`src/rtl/serial_pattern_pkg.sv`:
```
// Shared definitions for the serial pattern transmitter: default sizing and FSM state encoding.
package serial_pattern_pkg;

    localparam int DEF_W          = 8;
    localparam int DEF_RPT_W      = 4;
    localparam int DEF_GAP_CYCLES = 2;

    typedef enum logic [1:0] {
        IDLE  = 2'd0,
        SHIFT = 2'd1,
        GAP   = 2'd2
    } state_t;

endpackage

```
`src/rtl/serial_pattern_tx_piso.sv`:
```
// Parallel-load, MSB-first shift register with bit counter; keeps a copy of the
// aligned word so each repeat can restart from the first bit.
module piso_shift_reg #(
    parameter int W  = 8,
    parameter int LW = $clog2(W + 1)
) (
    input  logic          clk,
    input  logic          reset,
    input  logic          load,
    input  logic          reload,
    input  logic          shift,
    input  logic [W-1:0]  pattern,
    input  logic [LW-1:0] len,
    output logic          msb,
    output logic          last_bit
);

    logic [W-1:0]  aligned;
    logic [W-1:0]  pat_q;
    logic [W-1:0]  shreg_q;
    logic [LW-1:0] len_q;
    logic [LW-1:0] cnt_q;

    // Left-justify so bit len-1 sits at the MSB; unused upper bits fall off.
    assign aligned = pattern << (LW'(W) - len);

    always_ff @(posedge clk) begin
        if (reset) begin
            pat_q   <= '0;
            shreg_q <= '0;
            len_q   <= '0;
            cnt_q   <= '0;
        end else if (load) begin
            pat_q   <= aligned;
            shreg_q <= aligned;
            len_q   <= len;
            cnt_q   <= '0;
        end else if (reload) begin
            shreg_q <= pat_q;
            cnt_q   <= '0;
        end else if (shift) begin
            shreg_q <= shreg_q << 1;
            cnt_q   <= cnt_q + 1'b1;
        end
    end

    assign msb      = shreg_q[W-1];
    assign last_bit = (cnt_q == len_q - 1'b1);

endmodule

```
`src/rtl/serial_pattern_tx.sv`:
```
// Serial bit-pattern transmitter: accepts a word over valid/ready and sends it
// MSB-first, with optional repeats separated by an idle gap, and abort.
//
//  state | meaning
//  IDLE  | waiting for a command, in_ready high
//  SHIFT | one pattern bit on x per cycle
//  GAP   | idle spacing between repeats, x_valid low
module serial_pattern_tx
    import serial_pattern_pkg::*;
#(
    parameter int W          = DEF_W,
    parameter int RPT_W      = DEF_RPT_W,
    parameter int GAP_CYCLES = DEF_GAP_CYCLES,
    localparam int LW        = $clog2(W + 1)
) (
    input  logic             clk,
    input  logic             reset,
    input  logic             in_valid,
    output logic             in_ready,
    input  logic [W-1:0]     in_pattern,
    input  logic [LW-1:0]    in_len,
    input  logic [RPT_W-1:0] in_repeat,
    input  logic             abort,
    output logic             x,
    output logic             x_valid,
    output logic             busy,
    output logic             done,
    output logic             err
);

    localparam int GAP_LOAD = (GAP_CYCLES > 0) ? GAP_CYCLES - 1 : 0;
    localparam int GAP_W    = (GAP_LOAD > 0) ? $clog2(GAP_LOAD + 1) : 1;

    state_t             state_q, state_d;
    logic [RPT_W-1:0]   rpt_q, rpt_d;
    logic [GAP_W-1:0]   gap_q, gap_d;
    logic               done_q, done_d;
    logic               err_q, err_d;
    logic               load, reload, shift;
    logic               msb, last_bit;
    logic               accept, len_ok;

    piso_shift_reg #(.W(W), .LW(LW)) u_piso (
        .clk      (clk),
        .reset    (reset),
        .load     (load),
        .reload   (reload),
        .shift    (shift),
        .pattern  (in_pattern),
        .len      (in_len),
        .msb      (msb),
        .last_bit (last_bit)
    );

    // abort outranks a pending command, so the handshake is withheld that cycle
    assign in_ready = (state_q == IDLE) & ~reset & ~abort;
    assign accept   = in_valid & in_ready;
    assign len_ok   = (in_len != '0) && (in_len <= LW'(W));

    always_ff @(posedge clk) begin
        if (reset) begin
            state_q <= IDLE;
            rpt_q   <= '0;
            gap_q   <= '0;
            done_q  <= 1'b0;
            err_q   <= 1'b0;
        end else begin
            state_q <= state_d;
            rpt_q   <= rpt_d;
            gap_q   <= gap_d;
            done_q  <= done_d;
            err_q   <= err_d;
        end
    end

    always_comb begin
        state_d = state_q;
        rpt_d   = rpt_q;
        gap_d   = gap_q;
        done_d  = 1'b0;
        err_d   = 1'b0;
        load    = 1'b0;
        reload  = 1'b0;
        shift   = 1'b0;
        case (state_q)
            IDLE: begin
                if (accept) begin
                    if (len_ok) begin
                        load    = 1'b1;
                        rpt_d   = in_repeat;
                        state_d = SHIFT;
                    end else begin
                        err_d = 1'b1;
                    end
                end
            end
            SHIFT: begin
                if (abort) begin
                    state_d = IDLE;
                end else begin
                    shift = 1'b1;
                    if (last_bit) begin
                        if (rpt_q == '0) begin
                            state_d = IDLE;
                            done_d  = 1'b1;
                        end else begin
                            rpt_d = rpt_q - 1'b1;
                            if (GAP_CYCLES > 0) begin
                                state_d = GAP;
                                gap_d   = GAP_W'(GAP_LOAD);
                            end else begin
                                reload = 1'b1;
                            end
                        end
                    end
                end
            end
            GAP: begin
                if (abort) begin
                    state_d = IDLE;
                end else if (gap_q == '0) begin
                    state_d = SHIFT;
                    reload  = 1'b1;
                end else begin
                    gap_d = gap_q - 1'b1;
                end
            end
            default: state_d = IDLE;
        endcase
    end

    assign x_valid = (state_q == SHIFT);
    assign x       = x_valid & msb;
    assign busy    = (state_q != IDLE);
    assign done    = done_q;
    assign err     = err_q;

endmodule

```
`config.mk`:
```
export PLATFORM = sky130hd
export DESIGN_NAME = serial_pattern_tx
export DESIGN_NICKNAME = d
export VERILOG_FILES = /design/src/rtl/serial_pattern_pkg.sv /design/src/rtl/serial_pattern_tx_piso.sv /design/src/rtl/serial_pattern_tx.sv
export SDC_FILE = /design/constraint.sdc
export NUM_CORES = 1
export LEC_CHECK = 0
export ABC_AREA = 1
export ABC_CLOCK_PERIOD_IN_PS = 2000
export BUFFER_PORTS_ARGS = -buffer_cell sky130_fd_sc_hd__buf_2
export CORE_MARGIN = 3
export CORE_UTILIZATION = 57
export DETAILED_ROUTE_END_ITERATION = 10
export PLACE_DENSITY = 0.79
export SLEW_MARGIN = 15
export SYNTH_ARGS = -nofsm -noshare
export SYNTH_HDL_FRONTEND = slang
export SYNTH_SLANG_ARGS = --single-unit
```
`constraint.sdc`:
```
create_clock -name clk -period 2 [get_ports clk]
set_clock_uncertainty 0.1 [all_clocks]
set_input_delay 0.2 -clock clk [delete_from_list [all_inputs] [get_ports clk]]
set_output_delay 0.2 -clock clk [all_outputs]
set_load 0.1 [all_outputs]
```
; Word-level counts from Yosys, hierarchy flattened
; Cells that the tools add are included.
; Widths: inputs -> output; s select.
[op_classes]
addsub = 5
order_cmp = 1
eq_ne = 11
shifts = 1
n_mux = 33
bitwise_logic = 10
reduce_logical = 14
[op_table]
columns = op, n
row1 = $mux 8, 3
row2 = $mux 4, 5
row3 = $mux 1, 15
row4 = $mux 2, 7
row5 = $ne 2x2->1 const B, 5
row6 = $pmux 4 s2, 1
row7 = $shl 8x4->8, 1
row8 = $sub 4x1->4 const B, 2
row9 = $not 1->1, 6
row10 = $pmux 2 s3, 1
row11 = $reduce_and 6->1, 1
row12 = $reduce_bool 2->1, 3
row13 = $reduce_or 3->1, 2
row14 = $reduce_and 5->1, 1
row15 = $add 4x1->4 const B, 1
row16 = $and 1x1->1, 4
row17 = $eq 4x4->1, 1
row18 = $le 4x4->1 const B, 1
row19 = $logic_not 4->1, 1
row20 = $reduce_and 4->1, 1
row21 = $reduce_bool 4->1, 1
row22 = $reduce_or 4->1, 1
row23 = $sub 4x4->4 const A, 1
row24 = $ne 3x2->1 const B, 1
row25 = other kinds (9), 9
[totals]
reg_bits = 33
out_inout_bits = 6

; Longest topological paths before layout
[depth]
word_depth = 7
depth_mapped = 14
mapped_depth_nobuf = 14

; Hierarchy
; Synthesis repeated with hierarchy kept, for this count alone.
[unflattened]
hier_cells = 306
area_unflattened_um2 = 2078.2
[modules_own_cells]
columns = mod, n_inst, cells_each, area_per_inst_um2
row1 = piso_shift_reg, 1, 208, 1485.2
row2 = serial_pattern_tx, 1, 98, 593.1

; Worst setup path after synthesis
; No wires, ideal clock.
[synth_timing]
path_kind = register -> output
from = reg state_q[0]
to = out x
t_arrival_ns = 1.760
required_ns = 1.700
setup_slack_ns = -0.060
path_stages_with_launch = 3
n_path_buf = 0
path_cell_list = dfxtp_1 -> nand2_2 -> nor2_1
[synth_between]
elab_chain_len = 2
[synth_rtl]
columns = element, line
row1 = "start, declared", serial_pattern_tx.sv:34  ; state_t state_q, state_d;
row2 = "start signal, assigned", serial_pattern_tx.sv:68  ; state_q <= state_d;
row3 = $eq 2x1->1, serial_pattern_tx.sv:132  ; assign x_valid = (state_q == SHIFT);
row4 = $and 1x1->1, serial_pattern_tx.sv:133  ; assign x = x_valid & msb;
row5 = "end, declared", serial_pattern_tx.sv:24  ; output logic x,
; Every way passes these cells.

; Final worst setup path
[layout_timing]
from = reg state_q[0]
to = out x_valid
[layout_between]
elab_chain_len = 1
[layout_rtl]
columns = element, line
row1 = $eq 2x1->1, serial_pattern_tx.sv:132
row2 = "end, declared", serial_pattern_tx.sv:25  ; output logic x_valid,
; Every way passes these cells.

==> results by group <==
Setup path
  • Largest stage delay, worst path: 0.43 ns
  • Crit Path Category: reg -> out
  • Critical Path Sink Type: output pin
  • Critical Path AT: 1.49 ns
  • Crit path max fanout: 9
  • Critical path's top delay family: buffers and inverters
  • Buf/Inv on CP: 2
  • Worst path slowest cell: buf_2
  • Cell breakdown of the critical path: nand2_2 > inv_2 > buf_2
  • Worst Setup Start Kind: flop
  • CP required: 1.70 ns

STA
  • RSZ-0062 raised after global routing: no
  • Setup TNS: 0 ns
  • Crit share post-route: 89.7%
  • Worst Tran Pin Value: 0.484 ns
  • Max-slew violations: 0
  • Final WS setup: 0.207 ns
  • Clock period minus worst slack: 1.79 ns
  • Worst slew margin: 67.9%
  • Final setup fails: 0
  • Fmax: 558 MHz
  • Final hold viol count: 0

Floorplan
  • Die Area: 4300 um2
  • DIE WIDTH: 65.6 um
  • Cell Rows: 21
  • Top-level port count: 26
  • Starting density of the core: 59.7%
  • Die Ht: 65.6 um
  • Core Box Area: 3390 um2

Final layout
  • Share of post-route cells with drive strength above 1: 19.5%
  • Sequential cell area: 661 um2
  • # diodes: 0
  • Nets@finish: 378
  • Layout area overhead: 12.4%
  • Fin cells: 400
  • Multi-input gate area: 1150 um2
  • FILL cells: 313
  • Post-layout util: 67.1%

Placed design
  • Port Buf Inserts: 25
  • Placed insts: 393
  • Detail Placement HPWL: 3.27 mm
  • Gpl congestion: 0.888
  • Place WS: 0.0875 ns

Clock network
  • CTS Buf Count: 5
  • Worst-skew pair later-pin latency: 0.34 ns
  • CTS Sinks: 33
  • Hold_buf cts: 0
  • Clk slew on worst S/H paths: 0.10 ns
  • CTS tree: done
  • Largest buffer count on any clock path: 2
  • Root buffer cell: clkbuf_4
  • H-tree Lvls: 2

Synthesis
  • Register area share after synthesis: 32.6%
  • Cells after synthesis: 325
  • YS warnings: 0
  • Post-Syn Area: 2020 um2
  • Syn Area/Cell: 6.23 um2
  • Syn nets: 349
  • FF+latch count, synth: 33
  • Yosys cell types: 32

Routing
  • Wire per inst: 10.8 um
  • DRT iter0 DRCs: 126
  • Final ANT Viol Nets: 0
  • Drt pass-1 iters: 4
  • Final wirelength: 4.32 mm
  • Drt drc: 0
  • Top sig layer: met4
  • Vias: 2016
  • Metal3 WL: 195 um
  • WL met2: 2.00 mm
  • Vias per std cell: 5.04
  • Met1 wire length: 2.04 mm

GRT
  • Tot GR Track Use: 22.3%
  • Number of global-route vias before repair: 1858
  • First-pass GRT wire length: 7.56 mm
  • Initial antenna violation count: 0
  • Largest net degree at the start of global routing: 15
  • Total gr overflow: 0

Power and ir drop
  • Comb pwr share: 19.9%
  • Leak: 1.18 nW
  • Clk pwr share: 29.2%
  • Internal: 0.000934 W
  • VDD IR max: 0.000414 V
  • Flop pwr share: 51.0%
  • Power Dens Cells: 589 nW/um2
  • Switch share: 30.3%
  • Overall Power: 0.00134 W
  • Psw: 0.000406 W

Job
  • Maxcap violations: 0

Min path
  • Worst Hold Class: in -> reg

Status
  • Status: completed
[worst paths after layout]
| path | from | end | slack (ns) | cells after the start |
|---|---|---|---|---|
| max | state_q[0]$_SDFFE_PP0P_ | x_valid | 0.21 | 3 |
| min | in_len[2] | u_piso.len_q[2]$_SDFFE_PP0P_ | 0.05 | 3 |
| max reg2reg | u_piso.len_q[0]$_SDFFE_PP0P_ | rpt_q[3]$_SDFFE_PP0P_ | 0.26 | 10 |
| min reg2reg | u_piso.pat_q[3]$_SDFFE_PP0P_ | u_piso.pat_q[3]$_SDFFE_PP0P_ | 0.36 | 2 |
[final cells by class]
| cell class | instances | area share (%) |
|---|---|---|
| timing repair buffer | 29 | 7.48 |
| clock buffer | 7 | 2.42 |
| multi-input combinational | 237 | 50.5 |
| inverter | 48 | 8.03 |
| sequential | 33 | 29.0 |
| tap | 46 | 2.53 |
[worst reg2reg max path: cells and delay by family (launching register included)]
kind                     cells  cell delay (ns)
adder cells (fa/ha/maj)      1             0.32
AND/OR/NAND/NOR              7             0.66
XOR/XNOR                     1             0.16
flip-flops                   1             0.34
buffers and inverters        1             0.08
[power groups by stage]
stage | logic, W | clock network, W | registers, W
final | 0.000266 | 0.000391 | 0.000683
after detailed placement | 0.000264 | 0 | 0.000698
after global placement | 0.000260 | 0 | 0.000698
after floorplan | 0.000197 | 0 | 0.000701
after CTS | 0.000265 | 0.000395 | 0.000683
after global routing | 0.000305 | 0.000427 | 0.000685
[logic make-up (layout without fill, tap and decap cells)]
logic type,Yosys count,in the layout,synth area share (%)
AOI/OAI and AO/OA,42,42,10.8
xor gates and xnor gates,5,5,2.91
adders and majority gates,4,4,2.47
buffers and inverters,55,84,11.1
DFF,33,33,32.6
and+or+nand+nor,186,186,40.1
[Yosys cell counts]
| cell | number | share of area (%) |
|---|---|---|
| a21oi_1 | 20 | 4.9 |
| a21oi_2 | 1 | 0.43 |
| a31oi_1 | 1 | 0.31 |
| buf_1 | 1 | 0.19 |
| buf_2 | 1 | 0.25 |
| buf_4 | 2 | 0.74 |
| buf_6 | 1 | 0.56 |
| clkbuf_1 | 2 | 0.37 |
| dfxtp_1 | 33 | 33 |
| ha_1 | 4 | 2.5 |
| inv_1 | 39 | 7.2 |
| inv_2 | 8 | 1.5 |
| inv_4 | 1 | 0.31 |
| nand2_1 | 107 | 20 |
| nand2_2 | 9 | 2.8 |
| nand3_1 | 27 | 6.7 |
| nand3b_1 | 1 | 0.37 |
| nand4_1 | 2 | 0.62 |
| nor2_1 | 29 | 5.4 |
| nor2_2 | 3 | 0.93 |
| nor2_4 | 1 | 0.56 |
| nor2_8 | 1 | 0.99 |
| nor3_1 | 1 | 0.25 |
| nor3_2 | 1 | 0.49 |
| nor4_1 | 1 | 0.31 |
| o211ai_1 | 1 | 0.37 |
| o21ai_0 | 14 | 3.5 |
| o21ai_1 | 5 | 1.2 |
| or2_2 | 3 | 0.93 |
| xnor2_2 | 1 | 0.80 |
| xor2_1 | 3 | 1.3 |
| xor2_2 | 1 | 0.80 |
[cells in the final DEF, fill, tap and decap left out, types with 8 or more instances in the layout]
cell type,Yosys,final
o21ai_0,14,14
inv_1,39,39
buf_2,1,24
a21oi_1,20,20
nor2_1,29,27
nand2_1,107,105
dfxtp_1,33,33
inv_2,8,8
nand3_1,27,27
nand2_2,9,11
[per-layer routing]
metal / vias up / global-route usage (%)
li1: 1066 / -
met1: 896 / 27.7
met2: 43 / 37.7
met3: 11 / 4.44
met4: 0 / 9.07
met5: - / 0
[sequential cells by signal, indices dropped and copies added, names as in the netlist]
name	flops
u_piso.pat_q	8
u_piso.shreg_q	8
rpt_q	4
u_piso.cnt_q	4
u_piso.len_q	4
state_q	2
done	1
err	1
gap_q	1
[per-stage QoR]
stage	hold WS [ns]	instance area, um2
6_report	0.0466	2270
5_1_grt	0.0627	2270
4_1_cts	0.0531	2270
3_5_place_dp	0.352	2210
3_3_place_gp	0.348	2210
2_1_floorplan	0.251	2030
[timing repair]
action,CTS,global route
setup endpoints to repair,0,3
gates resized for setup,0,3
buffers inserted,0,0
(Power assumes the default switching activity.)
